### config.mk
export PLATFORM = sky130hd
export DESIGN_NAME = if_fetch_unit_flat
export DESIGN_NICKNAME = d
export VERILOG_FILES = /design/src/rtl/if_fetch_unit_pkg.sv /design/src/rtl/if_fetch_unit_if.sv /design/src/rtl/fetch_skid_buf.sv /design/src/rtl/if_fetch_unit.sv /design/src/flat_wrapper.sv
export SDC_FILE = /design/constraint.sdc
export NUM_CORES = 1
export LEC_CHECK = 0
export BUFFER_PORTS_ARGS = -buffer_cell sky130_fd_sc_hd__clkbuf_2
export CORE_UTILIZATION = 45
export CTS_CLUSTER_SIZE = 10
export DETAILED_ROUTE_END_ITERATION = 8
export HOLD_SLACK_MARGIN = 0.1
export PLACE_DENSITY = 0.66
export SYNTH_ARGS = -nofsm -noshare
export SYNTH_HDL_FRONTEND = slang
export SYNTH_SLANG_ARGS = --single-unit
### constraint.sdc
create_clock -name clk -period 7.2 [get_ports clk]
set_clock_uncertainty 0.2 [all_clocks]
set_input_delay 0.36 -clock clk [delete_from_list [all_inputs] [get_ports clk]]
set_output_delay 0.36 -clock clk [all_outputs]
set_load 0.01 [all_outputs]
### src/rtl/if_fetch_unit_pkg.sv
// Shared definitions for the instruction-fetch stage: FSM states and constants.
package if_fetch_unit_pkg;

  typedef enum logic [2:0] {
    S_IDLE,
    S_REQ,
    S_WAIT,
    S_DROP,
    S_FULL
  } fetch_state_t;

  // Encoding of addi x0, x0, 0, used as the bubble instruction.
  localparam logic [31:0] NOP_INSTR = 32'h0000_0013;

  // Byte distance between consecutive sequential fetches.
  localparam int unsigned PC_INCR = 4;

endpackage

### src/rtl/if_fetch_unit_if.sv
// Instruction-memory request/response channel between fetch (master) and memory (slave).
interface if_fetch_unit_if #(
  parameter int XLEN = 64
);

  logic            imem_req_valid;
  logic            imem_req_ready;
  logic [XLEN-1:0] imem_req_addr;
  logic            imem_rsp_valid;
  logic [31:0]     imem_rsp_data;

  modport master (
    output imem_req_valid,
    output imem_req_addr,
    input  imem_req_ready,
    input  imem_rsp_valid,
    input  imem_rsp_data
  );

  modport slave (
    input  imem_req_valid,
    input  imem_req_addr,
    output imem_req_ready,
    output imem_rsp_valid,
    output imem_rsp_data
  );

endinterface

### src/rtl/fetch_skid_buf.sv
// One-entry holding buffer for an instruction returned while decode is stalled.
module fetch_skid_buf #(
  parameter int XLEN = 64
) (
  input  logic            clk,
  input  logic            rst_n,
  input  logic            load,
  input  logic            unload,
  input  logic            clear,
  input  logic [XLEN-1:0] in_pc,
  input  logic [31:0]     in_instr,
  output logic            valid,
  output logic [XLEN-1:0] pc,
  output logic [31:0]     instr
);

  import if_fetch_unit_pkg::*;

  // Clear beats load, load beats unload; the entry keeps its contents once emptied.
  always_ff @(posedge clk or negedge rst_n) begin
    if (!rst_n) begin
      valid <= 1'b0;
      pc    <= '0;
      instr <= NOP_INSTR;
    end else if (clear) begin
      valid <= 1'b0;
    end else if (load) begin
      valid <= 1'b1;
      pc    <= in_pc;
      instr <= in_instr;
    end else if (unload) begin
      valid <= 1'b0;
    end
  end

endmodule

### src/rtl/if_fetch_unit.sv
// Fetch stage: owns the PC, issues one outstanding imem request, loads IF/ID,
// drops stale responses after a redirect and parks one response during a stall.
module if_fetch_unit #(
  parameter int              XLEN      = 64,
  parameter logic [XLEN-1:0] RESET_PC  = '0,
  parameter logic [31:0]     NOP_INSTR = if_fetch_unit_pkg::NOP_INSTR
) (
  input  logic              clk,
  input  logic              rst_n,
  input  logic              stall_if,
  input  logic              pc_src,
  input  logic [XLEN-1:0]   branch_target,
  input  logic              flush_ifid,
  if_fetch_unit_if.master   imem,
  output logic              ifid_valid,
  output logic [XLEN-1:0]   ifid_pc,
  output logic [31:0]       ifid_instr
);

  import if_fetch_unit_pkg::*;

  fetch_state_t    state_q, state_d;
  logic [XLEN-1:0] pc_q, pc_d;
  logic [XLEN-1:0] inflight_q, inflight_d;

  logic            buf_load, buf_unload, buf_clear;
  logic            buf_valid;
  logic [XLEN-1:0] buf_pc;
  logic [31:0]     buf_instr;

  logic            new_valid;
  logic [XLEN-1:0] new_pc;
  logic [31:0]     new_instr;

  logic            ifid_valid_q;
  logic [XLEN-1:0] ifid_pc_q;
  logic [31:0]     ifid_instr_q;

  logic            req_fire;

  assign req_fire            = (state_q == S_REQ) && imem.imem_req_ready;
  assign imem.imem_req_valid = (state_q == S_REQ);
  assign imem.imem_req_addr  = pc_q;

  fetch_skid_buf #(.XLEN(XLEN)) u_skid (
    .clk      (clk),
    .rst_n    (rst_n),
    .load     (buf_load),
    .unload   (buf_unload),
    .clear    (buf_clear),
    .in_pc    (inflight_q),
    .in_instr (imem.imem_rsp_data),
    .valid    (buf_valid),
    .pc       (buf_pc),
    .instr    (buf_instr)
  );

  // State, PC and in-flight address registers.
  always_ff @(posedge clk or negedge rst_n) begin
    if (!rst_n) begin
      state_q    <= S_IDLE;
      pc_q       <= RESET_PC;
      inflight_q <= '0;
    end else begin
      state_q    <= state_d;
      pc_q       <= pc_d;
      inflight_q <= inflight_d;
    end
  end

  // Next-state logic; a redirect always wins the PC update, whatever the state does.
  always_comb begin
    state_d    = state_q;
    pc_d       = pc_q;
    inflight_d = inflight_q;
    buf_load   = 1'b0;
    buf_unload = 1'b0;
    buf_clear  = 1'b0;
    new_valid  = 1'b0;
    new_pc     = inflight_q;
    new_instr  = imem.imem_rsp_data;

    case (state_q)
      S_IDLE: begin
        state_d = S_REQ;
      end
      S_REQ: begin
        if (req_fire) begin
          inflight_d = pc_q;
          pc_d       = pc_q + XLEN'(PC_INCR);
          state_d    = pc_src ? S_DROP : S_WAIT;
        end
      end
      S_WAIT: begin
        if (imem.imem_rsp_valid) begin
          if (pc_src) begin
            state_d = S_REQ;
          end else if (stall_if) begin
            buf_load = 1'b1;
            state_d  = S_FULL;
          end else begin
            new_valid = 1'b1;
            state_d   = S_REQ;
          end
        end else if (pc_src) begin
          state_d = S_DROP;
        end
      end
      S_DROP: begin
        if (imem.imem_rsp_valid) begin
          state_d = S_REQ;
        end
      end
      S_FULL: begin
        if (pc_src) begin
          buf_clear = 1'b1;
          state_d   = S_REQ;
        end else if (!stall_if) begin
          buf_unload = 1'b1;
          new_valid  = buf_valid;
          new_pc     = buf_pc;
          new_instr  = buf_instr;
          state_d    = S_REQ;
        end
      end
      default: begin
        state_d = S_IDLE;
      end
    endcase

    if (pc_src) begin
      pc_d = {branch_target[XLEN-1:2], 2'b00};
    end
  end

  // IF/ID register: flush beats stall, stall beats a new instruction, else bubble.
  always_ff @(posedge clk or negedge rst_n) begin
    if (!rst_n) begin
      ifid_valid_q <= 1'b0;
      ifid_pc_q    <= '0;
      ifid_instr_q <= NOP_INSTR;
    end else if (flush_ifid) begin
      ifid_valid_q <= 1'b0;
      ifid_instr_q <= NOP_INSTR;
    end else if (stall_if) begin
      ifid_valid_q <= ifid_valid_q;
    end else if (new_valid) begin
      ifid_valid_q <= 1'b1;
      ifid_pc_q    <= new_pc;
      ifid_instr_q <= new_instr;
    end else begin
      ifid_valid_q <= 1'b0;
    end
  end

  assign ifid_valid = ifid_valid_q;
  assign ifid_pc    = ifid_pc_q;
  assign ifid_instr = ifid_valid_q ? ifid_instr_q : NOP_INSTR;

endmodule

### src/flat_wrapper.sv
// flat-port wrapper written by rule: the top's interface ports become plain ports
module if_fetch_unit_flat import if_fetch_unit_pkg::*;
#(
  parameter int              XLEN      = 64,
  parameter logic [XLEN-1:0] RESET_PC  = '0,
  parameter logic [31:0]     NOP_INSTR = if_fetch_unit_pkg::NOP_INSTR
)
  (clk, rst_n, stall_if, pc_src, branch_target, flush_ifid, ifid_valid, ifid_pc, ifid_instr, imem_imem_req_valid, imem_imem_req_addr, imem_imem_req_ready, imem_imem_rsp_valid, imem_imem_rsp_data);
  if_fetch_unit_if #(.XLEN(XLEN)) imem_i ();
  input  logic clk;
  input  logic rst_n;
  input  logic stall_if;
  input  logic pc_src;
  input  logic [XLEN-1:0] branch_target;
  input  logic flush_ifid;
  output logic ifid_valid;
  output logic [XLEN-1:0] ifid_pc;
  output logic [31:0] ifid_instr;
  output wire logic [$bits(imem_i.imem_req_valid)-1:0] imem_imem_req_valid;
  output wire logic [$bits(imem_i.imem_req_addr)-1:0] imem_imem_req_addr;
  input wire logic [$bits(imem_i.imem_req_ready)-1:0] imem_imem_req_ready;
  input wire logic [$bits(imem_i.imem_rsp_valid)-1:0] imem_imem_rsp_valid;
  input wire logic [$bits(imem_i.imem_rsp_data)-1:0] imem_imem_rsp_data;
  assign imem_imem_req_valid = imem_i.imem_req_valid;
  assign imem_imem_req_addr = imem_i.imem_req_addr;
  assign imem_i.imem_req_ready = imem_imem_req_ready;
  assign imem_i.imem_rsp_valid = imem_imem_rsp_valid;
  assign imem_i.imem_rsp_data = imem_imem_rsp_data;
  if_fetch_unit #(.XLEN(XLEN), .RESET_PC(RESET_PC), .NOP_INSTR(NOP_INSTR)) u_core (.clk(clk), .rst_n(rst_n), .stall_if(stall_if), .pc_src(pc_src), .branch_target(branch_target), .flush_ifid(flush_ifid), .imem(imem_i), .ifid_valid(ifid_valid), .ifid_pc(ifid_pc), .ifid_instr(ifid_instr));
endmodule
==> flow_summary.json <==
{
  "grt_pass1_wl_um": 61500,
  "grt_util_all_layers_pct": 23.5,
  "combPwrFrac_pct": 18.3,
  "switching_share_pct": 28.8,
  "tightest_slew_ns": 1.10,
  "outcome": "completed",
  "rsz0062_at_grt": "no",
  "grt_remaining_overflow": 0,
  "layout_min_cycle_time_ns": 3.63,
  "clock-sinks": 317,
  "antenna_found_initial": 2,
  "grt_pass1_vias": 11400,
  "cts_buffer_depth": 3,
  "critPathRequiredTime_ns": 7.43,
  "cp_max_fo": 47,
  "fillers": 2653,
  "power_leakage_nw": 8.25,
  "end_kind": "register",
  "worstSkewPairLatency_ns": 0.51,
  "cts_tree": "built",
  "p_seq_share_pct": 48.4,
  "die_w_um": 180,
  "dieArea_sq_um": 32500,
  "area_growth_pct": 26.0,
  "fin_crit_sh_pct": 50.5,
  "start_kind": "register",
  "ys_ff_latch": 317,
  "timing.fmax_mhz": 275,
  "synth_ff_type": "dfrtp_1",
  "syn-instance-count": 1372,
  "wl_um": 38100,
  "firstDrtPassIters": 5,
  "drc": 0,
  "top_usage_layer": "met2",
  "async_flop_share_pct": 100,
  "antenna_left": 0,
  "crit_type": "register to register",
  "grt_use_met3_pct": 4.14,
  "dpl.hpwl_um": 23600,
  "internal-power_mw": 3.70,
  "nets": 1804,
  "synthDistinctLibCells": 46,
  "first_iter_violations": 724,
  "path_clk_slew_ns": 0.06,
  "h-tree-depth": 2,
  "finalHoldViolations": 0,
  "syn_avg_cell_area_sq_um": 10.4,
  "gr-usage-met1_pct": 32.5,
  "fin_cells": 2113,
  "yosys_warnings": 0,
  "net-switching-power_mw": 1.50,
  "drv_cap": 0,
  "rows": 64,
  "vias": 11400,
  "dp.cells": 1957,
  "hold_slack_ns": 0.226,
  "routedWlPerCell_um": 18.0,
  "ios": 265,
  "tns_ns": 0,
  "cts-buffers-inserted": 38,
  "core-area_sq_um": 30900,
  "place.gp.congestion": 0.831,
  "dieHeight_um": 180,
  "powerDensity_nw_per_um2": 288,
  "viasPerCell": 5.41,
  "grt_max_degree": 178,
  "slew_headroom_pct": 26.4,
  "synth_enable_flop_cells": 0,
  "setup_viol_count_final": 0,
  "p_total_mw": 5.20,
  "pwr-share-clk_pct": 33.3,
  "layout-drive-gt1-share_pct": 25.2,
  "ir_drop_mv": 0.148,
  "cts_root_buf": "clkbuf_16",
  "ys_seq_area_share_pct": 55.5,
  "met2_usage_pct": 38.2,
  "io_buffers": 258,
  "drv_slew": 0,
  "start_util_pct": 46.3,
  "syn_area_sq_um": 14300,
  "hp-class": "input port to async pin",
  "arrival_ns": 3.86
}
area by class of cell:
type                            count  area, sq um  share of cell area [%]
Sequential cell                   317         7940                    44.0
Timing Repair Buffer              373         2420                    13.4
Multi-Input combinational cell    964         6050                    33.6
Inverter                            6         22.5                   0.125
Clock inverter                      1         5.00                  0.0277
Antenna cell                        2         5.00                  0.0277
Clock buffer                       54         1090                    6.07
Tap cell                          396          495                    2.75
layer usage:
metal	up-vias	share of wire, %
li1	5415	-
met5	-	0
met1	5610	45
met3	51	5.8
met4	0	1.8
met2	354	47
kinds of logic (layout without fill, tap and decap cells):
group / after synthesis / after routing / synth area share (%)
AND/OR/NAND/NOR: 540 / 540 / 17.3
XOR/XNOR: 39 / 39 / 2.39
other: 1 / 6 / 0.0262
flip-flops: 317 / 317 / 55.5
AO/OA/AOI/OAI: 185 / 185 / 7.55
multiplexers: 195 / 195 / 14.5
buffers and inverters: 94 / 434 / 2.65
adder cells (fa/ha/maj): 1 / 1 / 0.0874
placed cells by master (no fill, tap or decap), types with 13 or more instances in the layout:
master	n
nand3_1	23
nand2_1	239
mux2_2	99
a211oi_1	30
dfrtp_1	311
xor2_1	28
a21oi_1	67
or3_1	13
clkbuf_16	41
nor3_1	15
buf_4	15
nand4_1	44
dlygate4sd3_1	99
nor2_1	122
and2_1	33
o21ai_0	52
a31oi_1	18
clkbuf_2	256
mux2i_1	96
synthesized netlist by cell type, types with 2 or more instances:
master	instances	area (sq um)
dfrtp_1	311	7780
nand2_1	239	897
nor2_1	124	465
mux2_2	99	1110
mux2i_1	96	961
clkbuf_1	68	255
a21oi_1	67	335
o21ai_0	52	260
nand4_1	44	275
and2_1	34	213
a211oi_1	30	225
xor2_1	28	245
nand3_1	23	115
a31oi_1	18	113
nor3_1	16	80.1
or3_1	13	81.3
buf_1	12	45.0
xnor2_1	11	96.3
nand2b_1	9	56.3
or4_1	9	67.6
nor4_1	8	50.1
and3_1	6	37.5
dfstp_2	6	158
inv_1	5	18.8
o31ai_1	5	37.5
a211o_1	4	35.0
and4_1	4	35.0
buf_4	4	30.0
nand3b_1	4	30.0
buf_2	3	15.0
a22oi_1	2	15.0
nor2b_1	2	12.5
o21a_1	2	15.0
o31a_1	2	17.5
critical path, cell delays in order (launching register included):
cell and delay [ns]:
dfrtp_1 0.50, nand4bb_4 0.59, buf_4 0.52, nor4_2 0.35, buf_4 0.26, nand3_1 0.33
or4_1 0.61, a31oi_1 0.18
registers in the layout, summed over array words and instances (netlist names):
signal                     cells
u_core.state_q                 3
u_core.u_skid.instr           32
u_core.inflight_q             62
u_core.u_skid.valid            1
u_core.ifid_pc                62
u_core.ifid_valid              1
u_core.ifid_instr_q           32
u_core.u_skid.pc              62
u_core.imem.imem_req_addr     62
metrics by stage:
step                cell area (sq um)  utilization (%)  setup slack [ns]
finish                          18000             58.4              3.57
global route                    18000             58.4              3.33
CTS                             18000             58.4              3.51
detailed placement              15900             51.6              3.43
global placement                15900             51.6              3.50
floorplan                       14300                -              4.44
power groups by stage:
stage | Clock, mW | Combinational, mW | Sequential [mW]
global route | 1.85 | 1.07 | 2.58
finish | 1.73 | 0.951 | 2.52
detailed placement | 0 | 0.914 | 2.54
CTS | 1.78 | 0.963 | 2.51
global placement | 0 | 0.886 | 2.52
floorplan | 0 | 0.528 | 2.52
worst paths after layout:
path / to / startpoint / slack [ns] / cells past startpoint
hold / removal: u_core.u_skid.instr[19] / rst_n / 0.23 / 2
hold reg to reg: u_core.inflight_q[53] / u_core.inflight_q[53] / 0.29 / 2
setup reg to reg: u_core.imem.imem_req_addr[41] / u_core.state_q[2] / 3.57 / 7
max in group asynchronous: u_core.ifid_pc[29] / rst_n / 5.14 / 3
min in group clk: u_core.inflight_q[53] / u_core.inflight_q[53] / 0.29 / 2
setup / recovery: u_core.imem.imem_req_addr[41] / u_core.state_q[2] / 3.57 / 7
what timing repair did:
action | 4_1_cts | 5_1_grt
buffers inserted | 0 | 0
hold buffers | 99 | 0
resized for setup | 0 | 0
endpoints found under the hold margin | 205 | 0
(Power assumes the default switching activity.)
